`src/rtl/conv_sysarr_pkg.sv`:
```
// rtl/conv_sysarr_pkg.sv - shared types and constants for the systolic-array MAC pipeline
package conv_sysarr_pkg;

  localparam int MUL_STAGES_MIN = 2;
  localparam int MUL_STAGES_MAX = 6;

  // Values of the SATURATE parameter
  localparam int SAT_WRAP  = 0;
  localparam int SAT_CLAMP = 1;

  typedef struct packed {
    logic valid;
    logic a_signed;
    logic b_signed;
    logic first;
    logic last;
  } mac_ctrl_t;

  function automatic int prod_width(input int a_w, input int b_w);
    return a_w + b_w;
  endfunction

endpackage

```
`src/rtl/conv_sysarr_mac_mulcore.sv`:
```
// rtl/conv_sysarr_mac_mulcore.sv - extended-operand multiplier with a MUL_STAGES-deep register chain
module conv_sysarr_mac_mulcore
  import conv_sysarr_pkg::*;
#(
  parameter int A_WIDTH    = 6,
  parameter int B_WIDTH    = 18,
  parameter int MUL_STAGES = 3
) (
  input  logic                       clk,
  input  logic                       reset,
  input  logic                       ce,
  input  logic [A_WIDTH-1:0]         a,
  input  logic [B_WIDTH-1:0]         b,
  input  mac_ctrl_t                  ctrl_in,
  output logic [A_WIDTH+B_WIDTH-1:0] p,
  output mac_ctrl_t                  ctrl_out
);

  localparam int P_WIDTH = prod_width(A_WIDTH, B_WIDTH);

  logic [A_WIDTH-1:0] a_d, a_q;
  logic [B_WIDTH-1:0] b_d, b_q;
  mac_ctrl_t          ctrl1_d, ctrl1_q;

  logic signed [A_WIDTH:0]   a_ext;
  logic signed [B_WIDTH:0]   b_ext;
  logic signed [P_WIDTH-1:0] a_full, b_full;

  logic [P_WIDTH-1:0] p_d    [2:MUL_STAGES];
  logic [P_WIDTH-1:0] p_q    [2:MUL_STAGES];
  mac_ctrl_t          ctrl_d [2:MUL_STAGES];
  mac_ctrl_t          ctrl_q [2:MUL_STAGES];

  always_comb begin
    a_d     = a;
    b_d     = b;
    ctrl1_d = ctrl_in;

    // One extra bit per operand makes a single signed multiply exact for all four mode mixes
    a_ext  = signed'({ctrl1_q.a_signed & a_q[A_WIDTH-1], a_q});
    b_ext  = signed'({ctrl1_q.b_signed & b_q[B_WIDTH-1], b_q});
    a_full = P_WIDTH'(a_ext);
    b_full = P_WIDTH'(b_ext);

    p_d[2]    = a_full * b_full;
    ctrl_d[2] = ctrl1_q;
    for (int k = 3; k <= MUL_STAGES; k++) begin
      p_d[k]    = p_q[k-1];
      ctrl_d[k] = ctrl_q[k-1];
    end
  end

  always_ff @(posedge clk) begin
    if (reset) begin
      a_q     <= '0;
      b_q     <= '0;
      ctrl1_q <= '0;
      for (int k = 2; k <= MUL_STAGES; k++) begin
        p_q[k]    <= '0;
        ctrl_q[k] <= '0;
      end
    end else if (ce) begin
      a_q     <= a_d;
      b_q     <= b_d;
      ctrl1_q <= ctrl1_d;
      for (int k = 2; k <= MUL_STAGES; k++) begin
        p_q[k]    <= p_d[k];
        ctrl_q[k] <= ctrl_d[k];
      end
    end
  end

  assign p        = p_q[MUL_STAGES];
  assign ctrl_out = ctrl_q[MUL_STAGES];

endmodule

```
`src/rtl/conv_sysarr_mac_pipe.sv`:
```
// rtl/conv_sysarr_mac_pipe.sv - pipelined MAC with framed accumulator, sticky overflow and optional saturation
module conv_sysarr_mac_pipe
  import conv_sysarr_pkg::*;
#(
  parameter int A_WIDTH    = 6,
  parameter int B_WIDTH    = 18,
  parameter int ACC_WIDTH  = 48,
  parameter int MUL_STAGES = 3,
  parameter int SATURATE   = 0
) (
  input  logic                       clk,
  input  logic                       reset,
  input  logic                       ce,
  input  logic                       in_valid,
  input  logic [A_WIDTH-1:0]         a,
  input  logic [B_WIDTH-1:0]         b,
  input  logic                       a_signed,
  input  logic                       b_signed,
  input  logic                       acc_first,
  input  logic                       acc_last,
  output logic [A_WIDTH+B_WIDTH-1:0] p,
  output logic                       p_valid,
  output logic [ACC_WIDTH-1:0]       acc,
  output logic                       acc_valid,
  output logic                       acc_ovf
);

  localparam int P_WIDTH = prod_width(A_WIDTH, B_WIDTH);

  if (MUL_STAGES < MUL_STAGES_MIN || MUL_STAGES > MUL_STAGES_MAX) begin : g_bad_stages
    $error("MUL_STAGES out of range");
  end
  if (ACC_WIDTH < P_WIDTH) begin : g_bad_acc
    $error("ACC_WIDTH must be at least the product width");
  end

  mac_ctrl_t          ctrl_in;
  mac_ctrl_t          ctrl_m;
  logic [P_WIDTH-1:0] p_m;

  assign ctrl_in = '{valid: in_valid, a_signed: a_signed, b_signed: b_signed,
                     first: acc_first, last: acc_last};

  conv_sysarr_mac_mulcore #(
    .A_WIDTH   (A_WIDTH),
    .B_WIDTH   (B_WIDTH),
    .MUL_STAGES(MUL_STAGES)
  ) u_mulcore (
    .clk     (clk),
    .reset   (reset),
    .ce      (ce),
    .a       (a),
    .b       (b),
    .ctrl_in (ctrl_in),
    .p       (p_m),
    .ctrl_out(ctrl_m)
  );

  logic [ACC_WIDTH-1:0] run_d, run_q;
  logic [ACC_WIDTH-1:0] acc_d, acc_q;
  logic                 acc_valid_d, acc_valid_q;
  logic                 acc_ovf_d, acc_ovf_q;

  logic                 sum_signed;
  logic [ACC_WIDTH-1:0] base;
  logic [ACC_WIDTH:0]   base_ext, p_ext, sum_ext;
  logic                 ovf;
  logic [ACC_WIDTH-1:0] sat_val, sum_new;

  always_comb begin
    sum_signed = ctrl_m.a_signed | ctrl_m.b_signed;
    base       = ctrl_m.first ? '0 : run_q;
    base_ext   = {sum_signed & base[ACC_WIDTH-1], base};
    p_ext      = sum_signed ? (ACC_WIDTH+1)'(signed'(p_m)) : (ACC_WIDTH+1)'(p_m);
    sum_ext    = base_ext + p_ext;

    // Signed overflow: the guard bit disagrees with the result sign; unsigned: carry out
    ovf = sum_signed ? (sum_ext[ACC_WIDTH] ^ sum_ext[ACC_WIDTH-1]) : sum_ext[ACC_WIDTH];

    if (!sum_signed)
      sat_val = '1;
    else if (sum_ext[ACC_WIDTH])
      sat_val = {1'b1, {(ACC_WIDTH-1){1'b0}}};
    else
      sat_val = {1'b0, {(ACC_WIDTH-1){1'b1}}};

    sum_new = (SATURATE == SAT_CLAMP && ovf) ? sat_val : sum_ext[ACC_WIDTH-1:0];

    run_d       = run_q;
    acc_d       = acc_q;
    acc_valid_d = 1'b0;
    acc_ovf_d   = acc_ovf_q;
    if (ctrl_m.valid) begin
      acc_ovf_d = (ctrl_m.first ? 1'b0 : acc_ovf_q) | ovf;
      if (ctrl_m.last) begin
        acc_d       = sum_new;
        acc_valid_d = 1'b1;
        run_d       = '0;
      end else begin
        run_d = sum_new;
      end
    end
  end

  always_ff @(posedge clk) begin
    if (reset) begin
      run_q       <= '0;
      acc_q       <= '0;
      acc_valid_q <= 1'b0;
      acc_ovf_q   <= 1'b0;
    end else if (ce) begin
      run_q       <= run_d;
      acc_q       <= acc_d;
      acc_valid_q <= acc_valid_d;
      acc_ovf_q   <= acc_ovf_d;
    end
  end

  assign p         = p_m;
  assign p_valid   = ctrl_m.valid;
  assign acc       = acc_q;
  assign acc_valid = acc_valid_q;
  assign acc_ovf   = acc_ovf_q;

endmodule

```
`config.mk`:
```
export PLATFORM = sky130hd
export DESIGN_NAME = conv_sysarr_mac_pipe
export DESIGN_NICKNAME = d
export VERILOG_FILES = /design/src/rtl/conv_sysarr_pkg.sv /design/src/rtl/conv_sysarr_mac_mulcore.sv /design/src/rtl/conv_sysarr_mac_pipe.sv
export SDC_FILE = /design/constraint.sdc
export NUM_CORES = 1
export LEC_CHECK = 0
export CORE_MARGIN = 3
export CORE_UTILIZATION = 42
export DETAILED_ROUTE_END_ITERATION = 10
export GPL_TIMING_DRIVEN = 0
export HOLD_SLACK_MARGIN = 0.05
export PLACE_DENSITY = 0.7
export SLEW_MARGIN = 30
export SYNTH_ARGS = -nofsm -noshare
export SYNTH_HDL_FRONTEND = slang
export SYNTH_HIERARCHICAL = 1
export SYNTH_SLANG_ARGS = --single-unit
export TNS_END_PERCENT = 20
```
`constraint.sdc`:
```
create_clock -name clk -period 7.26 [get_ports clk]
set_input_delay 0.726 -clock clk [delete_from_list [all_inputs] [get_ports clk]]
set_output_delay 0.726 -clock clk [all_outputs]
set_load 0.01 [all_outputs]
```
# Yosys cells after proc, flatten, opt, wreduce, memory -nomap -nowiden
# Memory sizes are Yosys's and may differ from the RTL's.
# Cells that the tools add are included.
[totals]
regBits = 127
mem_bits_rw = 58
output_inout_bits = 75
word_cells = 43
memories = 2
[mem_list]
columns = ["memory", "depth", "width", "read_ports", "rd_clocked_by_memory_dff", "write_ports", "line_no", "source"]
rows = [
  ["u_mulcore.p_q", 2, 24, 2, 0, 2, "conv_sysarr_mac_mulcore.sv:30", "logic [P_WIDTH-1:0] p_q [2:MUL_STAGES];"],
  ["u_mulcore.ctrl_q", 2, 5, 2, 0, 2, "conv_sysarr_mac_mulcore.sv:32", "mac_ctrl_t ctrl_q [2:MUL_STAGES];"],
]
[op_classes]
add_sub_neg = 1
multipliers = 1
muxes = 16
n_bitwise = 10
n_reduce_logical = 2
[ops]
columns = ["cell", "n"]
rows = [
  ["48-bit two-way mux", 2],
  ["49-bit adder", 1],
  ["49-bit two-way mux", 1],
  ["24-bit two-way mux", 2],
  ["7-bit by 19-bit multiplier with 24-bit output", 1],
  ["5-bit two-way mux", 2],
  ["1-bit two-way mux", 9],
  ["1-bit OR", 6],
  ["1-bit AND", 3],
  ["3-bit AND reduction", 1],
  ["2-bit AND reduction", 1],
  ["1-bit XOR", 1],
]

# Longest topological paths before layout
[logic_depth]
depth_word = 6
depth_mapped = 18
depth_no_buf = 16

# By module
# Netlist, hierarchy kept.
[by_module_without_submodules]
columns = ["module", "instances", "cells_per_inst", "area_per_inst_um2", "seq_area_each_um2"]
rows = [
  ["conv_sysarr_mac_mulcore", 1, 750, 7586.0, 2322.2],
  ["conv_sysarr_mac_pipe", 1, 909, 6846.6, 1961.9],
]

# Worst setup path after synthesis
# No wires, ideal clock.
[synth_timing]
path_type = "flip-flop to flip-flop"
from = "reg u_mulcore.a_q[5]"
to = "reg, netlist name u_mulcore/p_q[1][20]"
setup_time_ns = 0.261
arrival_time_ns = 4.490
required_time_ns = 6.999
path_slack_ns = 2.509
stages_incl_launch_ff = 16
path_cell_list = "dfxtp_1 > clkbuf_1 > clkbuf_1 > and2_1 > fa_1 > fa_1 > inv_1 > fa_1 > fa_1 > inv_1 > ha_1 > a21o_1 > a211o_1 > a22oi_2 > nand2_2 > a221o_1"
[synth_lines]
columns = ["element", "line_no", "source"]
rows = [
  ["start, declared", "conv_sysarr_mac_mulcore.sv:21", "logic [A_WIDTH-1:0] a_d, a_q;"],
  ["start signal, assigned", "conv_sysarr_mac_mulcore.sv:55", "a_q <= '0;"],
  ["start signal, assigned", "conv_sysarr_mac_mulcore.sv:63", "a_q <= a_d;"],
]

==> run summary <==
Most common cell after layout, fill and taps aside: nand2_1
Min-delay worst type: reg2reg
Syn Area/Cell: 8.70 sq um
Mapped Area: 14400 sq um
RR Endpoint: acc_ovf$_SDFFE_PP0P_
Die area: 36600 sq um
Sum Neg Setup Slack: 0 ns
Most frequent cells in the layout: nand2_1, nor2_1, inv_1
Syn_nets: 1871
Final ANT Viol Nets: 0
R2r setup slk: 1.28 ns
CP top delay family: buffers and inverters
Hold path startpoint: run_q[46]$_SDFFE_PP0P_
Cells after synthesis: 1659
Post-synth EDFFs: 58
Worst hold slack: 0.451 ns
Slowest CP cell: clkbuf_1
Static Leakage: 7.07 nW
Core area: 33700 sq um
Synth-to-Final Area Change: 15.1%
DR pass1 iterations: 5
Clock tree buffer depth: 2
Initial antenna violation count: 0
Cell Area, Placed: 16100 sq um
CP required: 7.57 ns
Clock latency on the worst-skew pair: 0.45 ns
Power density cells: 146 nW/um^2
Total number of vias: 12200
Post-route DRC: 0
Number of max-cap violations: 0
CTS tree: built
CP startpoint kind: flop
Cts hold-fix bufs: 0
Ys flop type: dfxtp_1
Post-synthesis sequential area ratio: 29.7%
Most frequent CP cell: clkbuf_1
Setup Skew: 0.0158 ns
Critical path cell sequence: clkbuf_1 > clkbuf_1 > clkbuf_1 > clkbuf_1 > clkbuf_1 > nor2b_1 > ha_1 > a21oi_1 > a21boi_0 > a311oi_2 > nor3_1 > a21oi_1 > o21ai_1 > o21a_1 > o211ai_1 > a2111o_1 > o211ai_1
CTS buffer count: 17
Largest net degree at the start of global routing: 59
Postcts setup bufs: 0
Synth cell types: 83
Clock-pin slew on the worst setup and hold paths: 0.08 ns
Die width: 191 um
H-Tree Level Count: 4
Hold Path Stages: 2
Initial Util: 42.8%
Die Y: 191 um
VDD IR max: 0.000182 V
Fraction of registers with async set/reset: 0%
Fmax: 167 MHz
Synth Register Bits: 185
N_diodes: 0
Routed wire per std cell: 17.3 um
Final setup fails: 0
Filler cells: 3216
Part of the cycle the worst path needs: 82.3%
Clock tree root buffer cell: clkbuf_16
GRT overflow: 0
Nets: 1996
Layout Cell Area excl Fill: 16600 sq um
Slew Viols, Final: 0
R2r startpoint: u_mulcore/ctrl_q[1][6]$_SDFFCE_PN0P_
Vias per cell: 5.42
Port-buffer cells: 106
Total GRT Usage: 21.4%
Measured slew at the worst slew-check pin: 0.815 ns
Critical Path Max Stage Delay: 0.55 ns
Worst path arrival time: 6.29 ns
Status: completed
Vias in the first global route: 12000
CP bufs+invs: 5
Routability cong.: 0.940
Reg2reg path depth: 17
Detailed Route WL: 38900 um
Boundary pin count: 107
Hold EP: run_q[46]$_SDFFE_PP0P_
Yosys warns: 6
Crit Path Class: reg2reg
Fin. Hold Viols: 0
Clock sink count: 185
Min Tclk post-route: 5.98 ns
RSZ-0062 raised after global routing: no
Slew Limit Headroom: 45.6%
Critical path fanouts, max: 10
Share of cells above drive strength 1: 3.95%
Post-cts sizing count: 0
Initial DRC Count: 702
Post-DP HPWL: 30500 um
Core Rows: 67
Global-route wire length before repair: 62000 um
Crit path capture type: flop
-- report_power, final --
part | leakage (nW) | internal, mW | total [mW] | switching [mW]
registers | 1.67 | 1.10 | 1.14 | 0.0371
clock network | 0.270 | 0.455 | 0.917 | 0.462
logic | 5.12 | 0.144 | 0.367 | 0.223
-- worst max path at each step --
stage	startpoint	endpoint	depth (start not counted)
finish	u_mulcore/ctrl_q[1][6]$_SDFFCE_PN0P_	acc_ovf$_SDFFE_PP0P_	17
global route	u_mulcore/ctrl_q[1][6]$_SDFFCE_PN0P_	acc[47]$_SDFFE_PP0P_	18
CTS	u_mulcore/ctrl_q[1][6]$_SDFFCE_PN0P_	acc_ovf$_SDFFE_PP0P_	17
detailed placement	u_mulcore/ctrl_q[1][6]$_SDFFCE_PN0P_	acc_ovf$_SDFFE_PP0P_	17
global placement	u_mulcore/ctrl_q[1][6]$_SDFFCE_PN0P_	acc_ovf$_SDFFE_PP0P_	17
floorplan	u_mulcore/a_q[5]$_SDFFE_PP0P_	u_mulcore/p_q[1][20]$_SDFFCE_PN0P_	15
-- area by class of cell --
cell class	instances	area (sq um)	area share [%]
plain buffers	89	348	2.09
multi-input cells	1242	9270	55.8
repair buffers	106	1060	6.39
inverters	143	537	3.23
clock inverters	14	130	0.783
flip-flops and latches	185	4280	25.8
clock buffers	18	429	2.58
well taps	448	561	3.37
-- cells in the mapped netlist, types with 12 or more instances --
cell type	n	area [sq um]
o21a_1	12	90.1
a31oi_1	12	75.1
nor2_1	143	537
clkbuf_1	71	267
and2_1	127	795
a21o_1	17	128
a211oi_1	22	165
mux2i_1	33	330
a21oi_1	103	515
nor2b_1	49	307
xnor2_1	45	394
nor3_1	26	130
fa_1	93	1860
o21ai_0	70	350
and3_1	17	106
ha_1	87	1090
nand2_1	153	574
xor2_1	26	228
nand3_1	28	140
edfxtp_1	58	1740
inv_1	141	529
a22oi_1	28	210
dfxtp_1	127	2540
-- logic make-up after synthesis --
| group | count (synthesis) | share of synthesized area, % |
|---|---|---|
| AOI/OAI and AO/OA | 357 | 16.3 |
| xor gates and xnor gates | 72 | 4.42 |
| adders and majority gates | 181 | 20.5 |
| buffers and inverters | 232 | 6.13 |
| DFF | 185 | 29.7 |
| muxes | 33 | 2.29 |
| and+or+nand+nor | 599 | 20.7 |
-- per-layer routing --
metal / track usage (%) / up-vias / part of all wire, %
li1: - / 5903 / -
met3: 2.99 / 78 / 4.5
met4: 7.62 / 0 / 3.2
met5: 0 / - / 0
met2: 39.5 / 332 / 51
met1: 25.2 / 5857 / 41
-- worst reg2reg max path: stages, from the launching register on --
cell and delay (ns):
edfxtp_1 0.53, clkbuf_1 0.47, clkbuf_1 0.47, clkbuf_1 0.42, clkbuf_1 0.55, clkbuf_1 0.50, nor2b_1 0.11, ha_1 0.36
a21oi_1 0.26, a21boi_0 0.18, a311oi_2 0.50, nor3_1 0.12, a21oi_1 0.39, o21ai_1 0.22, o21a_1 0.25, o211ai_1 0.25
a2111o_1 0.18, o211ai_1 0.09
-- flip-flops by register name (all words and copies together) (netlist names) --
| name | flops |
|---|---|
| acc | 48 |
| run_q | 48 |
| u_mulcore/p_q | 48 |
| u_mulcore/b_q | 18 |
| u_mulcore/ctrl_q | 10 |
| u_mulcore/a_q | 6 |
| u_mulcore/ctrl1_q | 5 |
| acc_ovf | 1 |
| acc_valid | 1 |
-- metrics by stage --
step | setup slack, ns | total power [mW] | instances | utilization, %
floorplan | 2.51 | 1.39 | 1659 | -
global placement | 1.33 | 1.52 | 2213 | 47.6
detailed placement | 1.37 | 1.53 | 2213 | 47.6
CTS | 1.36 | 2.44 | 2245 | 49.3
global route | 0.843 | 2.53 | 2245 | 49.3
finish | 1.28 | 2.43 | 2245 | 49.3
No activity file was read; power rests on OpenSTA's default activity.
